===== src/rtl/multicycle_seq_pkg.sv =====
// Shared opcode, state and timeout definitions for the multicycle control sequencer.
// The opcode constants are shared with the instruction decoder.
package multicycle_seq_pkg;

    localparam logic [4:0] R_TYPE     = 5'b01100;
    localparam logic [4:0] I_CAL      = 5'b00100;
    localparam logic [4:0] I_LOAD     = 5'b00000;
    localparam logic [4:0] S_TYPE     = 5'b01000;
    localparam logic [4:0] B_TYPE     = 5'b11000;
    localparam logic [4:0] LUI_TYPE   = 5'b01101;
    localparam logic [4:0] AUIPC_TYPE = 5'b00101;
    localparam logic [4:0] JAL_TYPE   = 5'b11011;
    localparam logic [4:0] JALR_TYPE  = 5'b11001;

    localparam int              WAIT_W  = 4;
    localparam logic [WAIT_W-1:0] TIMEOUT = 4'd15;

    typedef enum logic [2:0] {
        S_FETCH  = 3'd0,
        S_DECODE = 3'd1,
        S_EXEC   = 3'd2,
        S_MEM    = 3'd3,
        S_WB     = 3'd4,
        S_TRAP   = 3'd7
    } state_t;

    function automatic logic is_legal_op(input logic [4:0] op);
        case (op)
            R_TYPE, I_CAL, I_LOAD, S_TYPE, B_TYPE,
            LUI_TYPE, AUIPC_TYPE, JAL_TYPE, JALR_TYPE: return 1'b1;
            default:                                   return 1'b0;
        endcase
    endfunction

endpackage


===== src/rtl/multicycle_seq_mem_wait_timer.sv =====
// Memory wait counter: counts stalled FETCH/MEM cycles and flags the timeout
// combinationally on the cycle the count would reach the limit.
module mem_wait_timer
    import multicycle_seq_pkg::*;
(
    input  logic clk,
    input  logic rst_n,
    input  logic wait_en,
    input  logic mem_ready,
    input  logic clr,
    output logic timeout
);

    logic [WAIT_W-1:0] cnt;
    logic              stall;

    assign stall = wait_en & ~mem_ready;

    always_ff @(posedge clk or negedge rst_n) begin
        if (!rst_n)     cnt <= '0;
        else if (clr)   cnt <= '0;
        else if (stall) cnt <= cnt + 1'b1;
    end

    // Fires while the stalled cycle that brings the count to the limit is in progress,
    // so a same-cycle mem_ready still wins.
    assign timeout = stall & (cnt == TIMEOUT - 1'b1);

endmodule


===== src/rtl/multicycle_seq.sv =====
// Multicycle control sequencer: FETCH/DECODE/EXEC/MEM/WB with a shared memory
// port, a stall timeout and a sticky TRAP state that only reset leaves.
module multicycle_seq
    import multicycle_seq_pkg::*;
(
    input  logic       clk,
    input  logic       rst_n,
    input  logic [4:0] op,
    input  logic       mem_ready,
    output logic       mem_req,
    output logic       mem_we,
    output logic       addr_sel,
    output logic       ir_en,
    output logic       pc_en,
    output logic       wb_en,
    output logic       retire,
    output logic       err,
    output logic [2:0] state
);

    state_t cur, nxt;
    logic   timeout, wait_en, clr;
    logic   req_c, we_c, as_c, ir_c, pc_c, wb_c, ret_c, err_c;

    always_ff @(posedge clk or negedge rst_n) begin
        if (!rst_n) cur <= S_FETCH;
        else        cur <= nxt;
    end

    assign wait_en = (cur == S_FETCH) | (cur == S_MEM);
    assign clr     = (nxt != cur);

    mem_wait_timer u_timer (
        .clk       (clk),
        .rst_n     (rst_n),
        .wait_en   (wait_en),
        .mem_ready (mem_ready),
        .clr       (clr),
        .timeout   (timeout)
    );

    always_comb begin
        nxt   = cur;
        req_c = 1'b0;
        we_c  = 1'b0;
        as_c  = 1'b0;
        ir_c  = 1'b0;
        pc_c  = 1'b0;
        wb_c  = 1'b0;
        ret_c = 1'b0;
        err_c = 1'b0;
        case (cur)
            S_FETCH: begin
                req_c = 1'b1;
                if (mem_ready) begin
                    ir_c = 1'b1;
                    nxt  = S_DECODE;
                end else if (timeout) begin
                    nxt = S_TRAP;
                end
            end
            S_DECODE: nxt = is_legal_op(op) ? S_EXEC : S_TRAP;
            S_EXEC: begin
                if (op == I_LOAD || op == S_TYPE) begin
                    nxt = S_MEM;
                end else if (op == B_TYPE) begin
                    pc_c  = 1'b1;
                    ret_c = 1'b1;
                    nxt   = S_FETCH;
                end else begin
                    nxt = S_WB;
                end
            end
            S_MEM: begin
                req_c = 1'b1;
                as_c  = 1'b1;
                we_c  = (op == S_TYPE);
                if (mem_ready) begin
                    if (op == S_TYPE) begin
                        pc_c  = 1'b1;
                        ret_c = 1'b1;
                        nxt   = S_FETCH;
                    end else begin
                        nxt = S_WB;
                    end
                end else if (timeout) begin
                    nxt = S_TRAP;
                end
            end
            S_WB: begin
                wb_c  = 1'b1;
                pc_c  = 1'b1;
                ret_c = 1'b1;
                nxt   = S_FETCH;
            end
            S_TRAP:  err_c = 1'b1;
            default: nxt = S_TRAP;
        endcase
    end

    // Strobes are forced low combinationally while reset is held.
    assign mem_req  = rst_n & req_c;
    assign mem_we   = rst_n & we_c;
    assign addr_sel = rst_n & as_c;
    assign ir_en    = rst_n & ir_c;
    assign pc_en    = rst_n & pc_c;
    assign wb_en    = rst_n & wb_c;
    assign retire   = rst_n & ret_c;
    assign err      = rst_n & err_c;
    assign state    = cur;

endmodule


===== config.mk =====
export PLATFORM = sky130hd
export DESIGN_NAME = multicycle_seq
export DESIGN_NICKNAME = d
export VERILOG_FILES = /design/src/rtl/multicycle_seq_pkg.sv /design/src/rtl/multicycle_seq_mem_wait_timer.sv /design/src/rtl/multicycle_seq.sv
export SDC_FILE = /design/constraint.sdc
export NUM_CORES = 1
export LEC_CHECK = 0
export ABC_AREA = 1
export CORE_UTILIZATION = 45
export CTS_BUF_LIST = sky130_fd_sc_hd__clkbuf_16
export DETAILED_ROUTE_END_ITERATION = 16
export PLACE_DENSITY = 0.81
export SYNTH_ARGS = -nofsm -noshare
export SYNTH_HDL_FRONTEND = slang
export SYNTH_SLANG_ARGS = --single-unit

===== constraint.sdc =====
create_clock -name clk -period 2.3 [get_ports clk]
set_clock_uncertainty 0.15 [all_clocks]
set_input_delay 0.23 -clock clk [delete_from_list [all_inputs] [get_ports clk]]
set_output_delay 0.23 -clock clk [all_outputs]
set_load 0.02 [all_outputs]

# After elaboration in Yosys (flattened, before gate mapping)
# Memories as Yosys holds them, arrays and structs flattened.
# Index checks and enable logic that the tools add are counted.
# totals
regBits	7
latchBits	0
ramBits	0
mem_bits_ro	32
input_bits	8
output_inout_bits	11
elab_cells	52
memories	1
# op_classes
n_addsub	1
n_mul	0
div_mod_pow	0
magnitude_cmp	0
eq_ne	9
n_shift	0
muxes	23
n_bitwise	11
n_reduce_logical	5
# mem_list
name	words	width	rd	rd_clocked_by_memory_dff	write_ports	line	rtl
(no name shown)	32	1	1	0	0	multicycle_seq_pkg.sv:28	case (op)
# ops
op	n
two-way mux 3 bit	7
case mux 3 bit (6 select lines)	1
two-way mux 1 bit	12
bitwise AND 1 bit	9
two-way mux 4 bit	2
equality test 3 x 2 -> 1 bit, second input constant	2
equality test 3 bit, second input constant	2
equality test 5 x 4 -> 1 bit, second input constant	1
equality test 5 bit, second input constant	1
zero test 5 bit	1
adder 4 x 1 -> 4 bit, second input constant	1
equality test 4 bit, second input constant	1
equality test 3 x 1 -> 1 bit, second input constant	1
zero test 3 bit	1
!= test 3 bit	1
case mux 1 bit (3 select lines)	1
nonzero test 2 bit	1
OR reduction 2 bit	1
logical OR 1 bit	1
inverter 1 bit	1
OR 1 bit	1

# Logic depth before layout (Yosys ltp)
# Gate-level depths: netlist (run 1).
# depth
ltp_word	9
mapped_depth	10
ltp_nobuf	10

# Cells and area by module
# From an unflattened synthesis (run 1), not the netlist that was laid out.
# hier_totals
hier_cells	103
hier_area_um2	631.9
# modules_own_cells
mod	instances	cells_per_inst	area_each_um2
multicycle_seq	1	73	395.4
mem_wait_timer	1	30	236.5

# Least setup slack after synthesis (run 1)
# Ideal clock, no wire load.
# synth_timing
path_type	reg2out
startpoint	register cur[2] (netlist: state[2])
endpoint	output mem_we
arrival_ns	1.490
required_ns	1.920
path_slack_ns	0.430
stages_incl_launch_ff	4
n_path_buf	0
cell_sequence	dfrtp_1 > inv_2 > nand3_1 > nor4_1
# synth_between
elab_chain_cells	3
# synth_lines
element	line	rtl
start: declaration	multicycle_seq.sv:21	state_t cur, nxt;
start signal: assignment	multicycle_seq.sv:27	else cur <= nxt;
equality test 3 x 2 -> 1 bit	multicycle_seq.sv:52	case (cur)
two-way mux 1 bit	multicycle_seq.sv:52	
bitwise AND 1 bit	multicycle_seq.sv:103	assign mem_we = rst_n & we_c;
end: declaration	multicycle_seq.sv:11	output logic mem_we,
# Every way passes these cells.

# Worst setup path after layout (run 1)
# layout_timing
startpoint	register cur[2] (netlist: state[2])
endpoint	output mem_req
# layout_between
elab_chain_cells	4
elab_cells_between_ends	5
# layout_lines
element	line	rtl
equality test 3 x 2 -> 1 bit or zero test 3 bit (tied branches)	multicycle_seq.sv:52	
OR reduction 2 bit (no source line) (*)	-	
two-way mux 1 bit (*)	multicycle_seq.sv:52	
bitwise AND 1 bit (*)	multicycle_seq.sv:102	assign mem_req = rst_n & req_c;
end: declaration	multicycle_seq.sv:10	output logic mem_req,
# Mark *: on every way between the ends. The rest lies on a longest branch, timed or not.

==> summary.md, run 1 <==
| Metric | Value |
|---|---|
| Mean area per synthesized cell | 6.54 um^2 |
| Final setup fails | 0 |
| Finished layout cell area | 917 um^2 |
| Synth Warn # | 0 |
| Post-DP HPWL | 1.23 mm |
| Vias in the first global route | 600 |
| Via density | 5.19 |
| H-tree depth | 1 |
| Clk_lat worst skew | 0.23 ns |
| Max Root-Sink Buffers | 2 |
| Setup TNS | 0 ns |
| Layout cells sized above 1 | 0.125 |
| Sequential fraction of the synthesis area | 0.273 |
| Area of the core | 1320 um^2 |
| Setup CP Type | flip-flop to output pin |
| Total CTS buffers | 3 |
| Initial DRC Count | 17 |
| Rows | 13 |
| Critical Path AT | 1.82 ns |
| GRT Util Overall | 0.231 |
| Leak | 0.473 nW |
| Final worst-path cycle share | 0.955 |
| Area Growth Syn to Fin | 43.2% |
| Post-Syn Instances | 98 |
| Yosys top cell area share | 0.273 |
| Placed cell areas | 840 um^2 |
| Setup bufs post-CTS | 0 |
| Worst Max-Slew Pin Slew | 0.283 ns |
| Commonest non-fill, non-tap cell in the layout | nand2_1 |
| Boundary pin count | 19 |
| Hold_buf cts | 0 |
| Initial Util | 0.486 |
| Flops & latches, synth | 7 |
| Footprint of the multi-input gates | 402 um^2 |
| Antenna violations before repair | 0 |
| Syn nets | 108 |
| Chip height | 39.7 um |
| Total grt overflow | 0 |
| Status | completed |
| Vias | 700 |
| Mapped cell area | 641 um^2 |
| WP data required | 1.92 ns |
| Max Used Layer | met4 |
| Final Max Slew Viols | 0 |
| Met2 WL | 744 um |
| CTS tree | built |
| Final nets | 131 |
| Met3 wire len | 76 um |
| Die width | 39.7 um |
| First-pass GRT wire length | 2.39 mm |
| Final Hold Fails | 0 |
| Period minus WS final | 2.20 ns |
| Final ANT Viol Nets | 0 |
| Setup crit end kind | output pin |
| DIE AREA | 1580 um^2 |
| Top post-synthesis cells by area | dfrtp_1 (27%), nand2_1 (12%), nor2_1 (11%), inv_1 (7.6%), nand3_1 (6.3%) |
| Seq. cell area | 175 um^2 |
| Pwr Density | 1220 nW/um^2 |
| Post-CTS sizing | 4 |
| DRT Pass-1 Iters | 4 |
| CTS Root Cell | clkbuf_16 |
| Most frequent cells in the layout | nand2_1 (21), nor2_1 (18), clkdlybuf4s50_1 (14) |
| # fillers | 106 |
| # clock sinks | 7 |
| Max-Cap Viols | 0 |
| Slew HR | 0.812 |
| Cell variety after synth | 23 |
| Drt total wl | 1.54 mm |
| Slowest cell on the critical path | clkdlybuf4s50_1 |
| IO Port Bufs | 18 |
| Final Power | 1.12 mW |
| Maximum net fanout on the critical path | 8 |
| CP max stage delay | 0.62 ns |
| # diodes | 0 |
| Clock-pin slew on the worst setup and hold paths | 0.04 ns |
| Hold Slack | 0.159 ns |
| Met1 Wirelength | 715 um |
| Number of remaining DRC errors | 0 |
| Drt wl/cell | 11.4 um |
| Peak Freq | 455 MHz |
| VDD IR-drop max | 684 uV |
| RSZ-0062 raised after global routing | no |
| Worst hold path type | input pin to asynchronous set/reset pin |
| Largest net degree at the start of global routing | 9 |
| Routability cong. | 0.864 |
| Synth area leader | dfrtp_1 |
| CP cell instances | inv_2, nand3_1, a21oi_1, clkdlybuf4s50_1 |
| Crit path launch type | flip-flop |
## critical path, delay by kind of cell (launching register included)
family	cells	cell delay [ns]
AOI/OAI and AO/OA	1	0.19
buffers and inverters	2	0.77
and+or+nand+nor	1	0.17
DFF	1	0.45
## cell type report
type                    instances  share of cell area
clock buffers                   3              0.0819
clock inverters                 1             0.00409
inverters                      15              0.0614
multi-input cells              75               0.438
flip-flops and latches          7               0.191
well taps                      15              0.0205
repair buffers                 19               0.203
## routing by layer
layer,vias up,global-route usage
li1,360,-
met1,321,0.290
met2,17,0.357
met3,2,0.108
met4,0,0.0431
met5,-,0
## through the flow
step,setup WS [ns],util,instances
global route,0.0324,0.696,135
global placement,0.0375,0.637,131
CTS,0.00642,0.694,135
floorplan,0.430,-,98
finish,0.104,0.696,135
detailed placement,-0.0158,0.637,131
## Yosys cell counts (all sizes together)
master,n
a21oi,1
buf,1
dfrtp,7
ha,2
inv,15
nand2,24
nand3,10
nand3b,2
nand4,5
nor2,18
nor3,4
nor4,1
o2111ai,1
o21ai,3
o31a,1
xor2,3
## cells by family after synthesis
family,Yosys count,synth area share
XOR/XNOR,3,0.0410
buffers and inverters,16,0.0996
flip-flops,7,0.273
adder cells (fa/ha/maj),2,0.0391
AND/OR/NAND/NOR,64,0.488
AO/OA/AOI/OAI,6,0.0586
## power by group
group	leakage, nW	switching, mW	internal, mW	total, mW
logic	0.339	0.372	0.236	0.608
registers	0.0925	0.0593	0.155	0.214
clock network	0.0423	0.0685	0.226	0.295
total	0.473	0.500	0.618	1.12
## sequential cells by signal (all words and copies together), names as in the netlist
name	flops
state	3
u_timer.cnt	4
## path summary, 6_finish.rpt
path	startpoint	to	slack, ns	depth (start not counted)
max in group asynchronous	rst_n	u_timer.cnt[1]$_DFFE_PN0P_	1.71	2
worst max register to register	state[2]$_DFF_PN0_	u_timer.cnt[1]$_DFFE_PN0P_	0.61	10
worst max-delay path	state[2]$_DFF_PN0_	mem_req	0.10	4
worst min-delay path	rst_n	state[2]$_DFF_PN0_	0.16	2
worst min register to register	u_timer.cnt[3]$_DFFE_PN0P_	u_timer.cnt[3]$_DFFE_PN0P_	0.41	2
min in group clk	u_timer.cnt[3]$_DFFE_PN0P_	u_timer.cnt[3]$_DFFE_PN0P_	0.41	2
No activity file was read; power rests on OpenSTA's default activity.
==> run 2: changes to the inputs <==
SKIP_CTS_REPAIR_TIMING = 1   (was unset)
==> summary.md, run 2 (synthesis results as in run 1) <==
| Metric | Value |
|---|---|
| Die width | 39.7 um (unchanged) |
| GRT Util Overall | 0.231 (unchanged) |
| Final Power | 1.12 mW (about the same) |
| FF-to-FF Start | state[2]$_DFF_PN0_ (unchanged) |
| # fillers | 100 (was 106) |
| Final ANT Viol Nets | 0 (unchanged) |
| Total CTS buffers | 3 (unchanged) |
| Drt total wl | 1.54 mm (about the same) |
| CP max stage delay | 0.62 ns (about the same) |
| Total grt overflow | 0 (unchanged) |
| DIE AREA | 1580 um^2 (unchanged) |
| Post-DP HPWL | 1.23 mm (unchanged) |
| Commonest non-fill, non-tap cell in the layout | nand2_1 (unchanged) |
| Drt wl/cell | 11.4 um (about the same) |
| Layout cells sized above 1 | 0.125 (unchanged) |
| Leak | 0.512 nW (was 0.473 nW) |
| Most frequent cells in the layout | nand2_1 (21), nor2_1 (18), clkdlybuf4s50_1 (14) (unchanged) |
| CP top delay family | buffers and inverters (unchanged) |
| Largest net degree at the start of global routing | 9 (unchanged) |
| H-tree depth | 1 (unchanged) |
| Final nets | 131 (unchanged) |
| Pwr Density | 1210 nW/um^2 (was 1220 nW/um^2) |
| VDD IR-drop max | 684 uV (about the same) |
| Crit path from | state[2]$_DFF_PN0_ (unchanged) |
| Hold Slack | 0.159 ns (unchanged) |
| Number of remaining DRC errors | 0 (unchanged) |
| Seq. cell area | 175 um^2 (unchanged) |
| Final worst-path cycle share | 0.955 (about the same) |
| Via density | 5.19 (unchanged) |
| Final setup fails | 0 (unchanged) |
| Vias | 700 (unchanged) |
| Area of the core | 1320 um^2 (unchanged) |
| Final Hold Fails | 0 (unchanged) |
| Final Max Slew Viols | 0 (unchanged) |
| CTS tree | built (unchanged) |
| Status | completed (unchanged) |
| Initial Util | 0.486 (unchanged) |
| Critical Path AT | 1.82 ns (about the same) |
| Max-Cap Viols | 0 (unchanged) |
| RSZ-0062 raised after global routing | no (unchanged) |
| Area Growth Syn to Fin | 44.9% (was 43.2%) |
| Boundary pin count | 19 (unchanged) |
| Setup crit end kind | output pin (unchanged) |
| Setup TNS | 0 ns (unchanged) |
| Peak Freq | 455 MHz (about the same) |
| Footprint of the multi-input gates | 402 um^2 (unchanged) |
| DRT Pass-1 Iters | 4 (unchanged) |
| Slowest cell on the critical path | clkdlybuf4s50_1 (unchanged) |
| Levels on crit path | 4 (unchanged) |
| Chip height | 39.7 um (unchanged) |
| Worst Max-Slew Pin Slew | 0.283 ns (unchanged) |
| IO Port Bufs | 18 (unchanged) |
| Initial DRC Count | 17 (unchanged) |
| # clock sinks | 7 (unchanged) |
| Crit path launch type | flip-flop (unchanged) |
| Routability cong. | 0.864 (unchanged) |
| Worst path buffer plus inverter count | 2 (unchanged) |
| Max reg flops | 4 (unchanged) |
| Setup CP Type | flip-flop to output pin (unchanged) |
| Clk_lat worst skew | 0.23 ns (about the same) |
| Maximum net fanout on the critical path | 8 (unchanged) |
| Rows | 13 (unchanged) |
| Vias in the first global route | 600 (unchanged) |
| Reg2Reg Setup Slack | 0.61 ns (about the same) |
| Non-Filler Instances | 135 (unchanged) |
| Clock-pin slew on the worst setup and hold paths | 0.04 ns (about the same) |
| # diodes | 0 (unchanged) |
| Period minus WS final | 2.20 ns (about the same) |
| CP cell instances | inv_2, nand3_1, a21oi_1, clkdlybuf4s50_1 (unchanged) |
| Antenna violations before repair | 0 (unchanged) |
| First-pass GRT wire length | 2.39 mm (unchanged) |
| Reg2Reg Depth | 10 (unchanged) |
| Worst hold path type | input pin to asynchronous set/reset pin (unchanged) |
| WP data required | 1.92 ns (about the same) |
| Max Root-Sink Buffers | 2 (unchanged) |
| CTS Root Cell | clkbuf_16 (unchanged) |
| Top reg by flops | u_timer.cnt (unchanged) |
| Inst Count DP | 131 (unchanged) |
| Slew HR | 0.812 (unchanged) |
run 2: power by group:
| group | total (mW) | switching (mW) | internal, mW |
|---|---|---|---|
| logic | 0.615 | 0.372 | 0.242 |
| registers | 0.214 | 0.0593 | 0.155 |
| clock network | 0.295 | 0.0685 | 0.226 |
run 2: layer usage:
layer / up-vias / routed length, um / track usage
met3: 2 / 75 / 0.108
li1: 360 / - / -
met4: 0 / 7 / 0.0431
met2: 17 / 746 / 0.357
met1: 321 / 716 / 0.290
met5: - / 0 / 0
run 2: final timing paths:
path / endpoint
setup / recovery: mem_req
hold / removal: state[2]$_DFF_PN0_
setup reg to reg: u_timer.cnt[1]$_DFFE_PN0P_
hold reg to reg: u_timer.cnt[3]$_DFFE_PN0P_
max in group asynchronous: u_timer.cnt[1]$_DFFE_PN0P_
min in group clk: u_timer.cnt[3]$_DFFE_PN0P_
run 2: layout make-up:
| class | instances | area share |
|---|---|---|
| multi-input cells | 75 | 0.433 |
| clock inverters | 1 | 0.00404 |
| repair buffers | 19 | 0.213 |
| clock buffers | 3 | 0.0809 |
| inverters | 15 | 0.0606 |
| well taps | 15 | 0.0202 |
| flip-flops and latches | 7 | 0.189 |
run 2: metrics by stage:
stage	worst slack, ns	cell area, um^2	util
floorplan	0.430	641	-
finish	0.104	928	0.705
CTS	-0.0766	918	0.697
detailed placement	-0.0158	840	0.637
global route	0.0324	928	0.705
global placement	0.0375	840	0.637
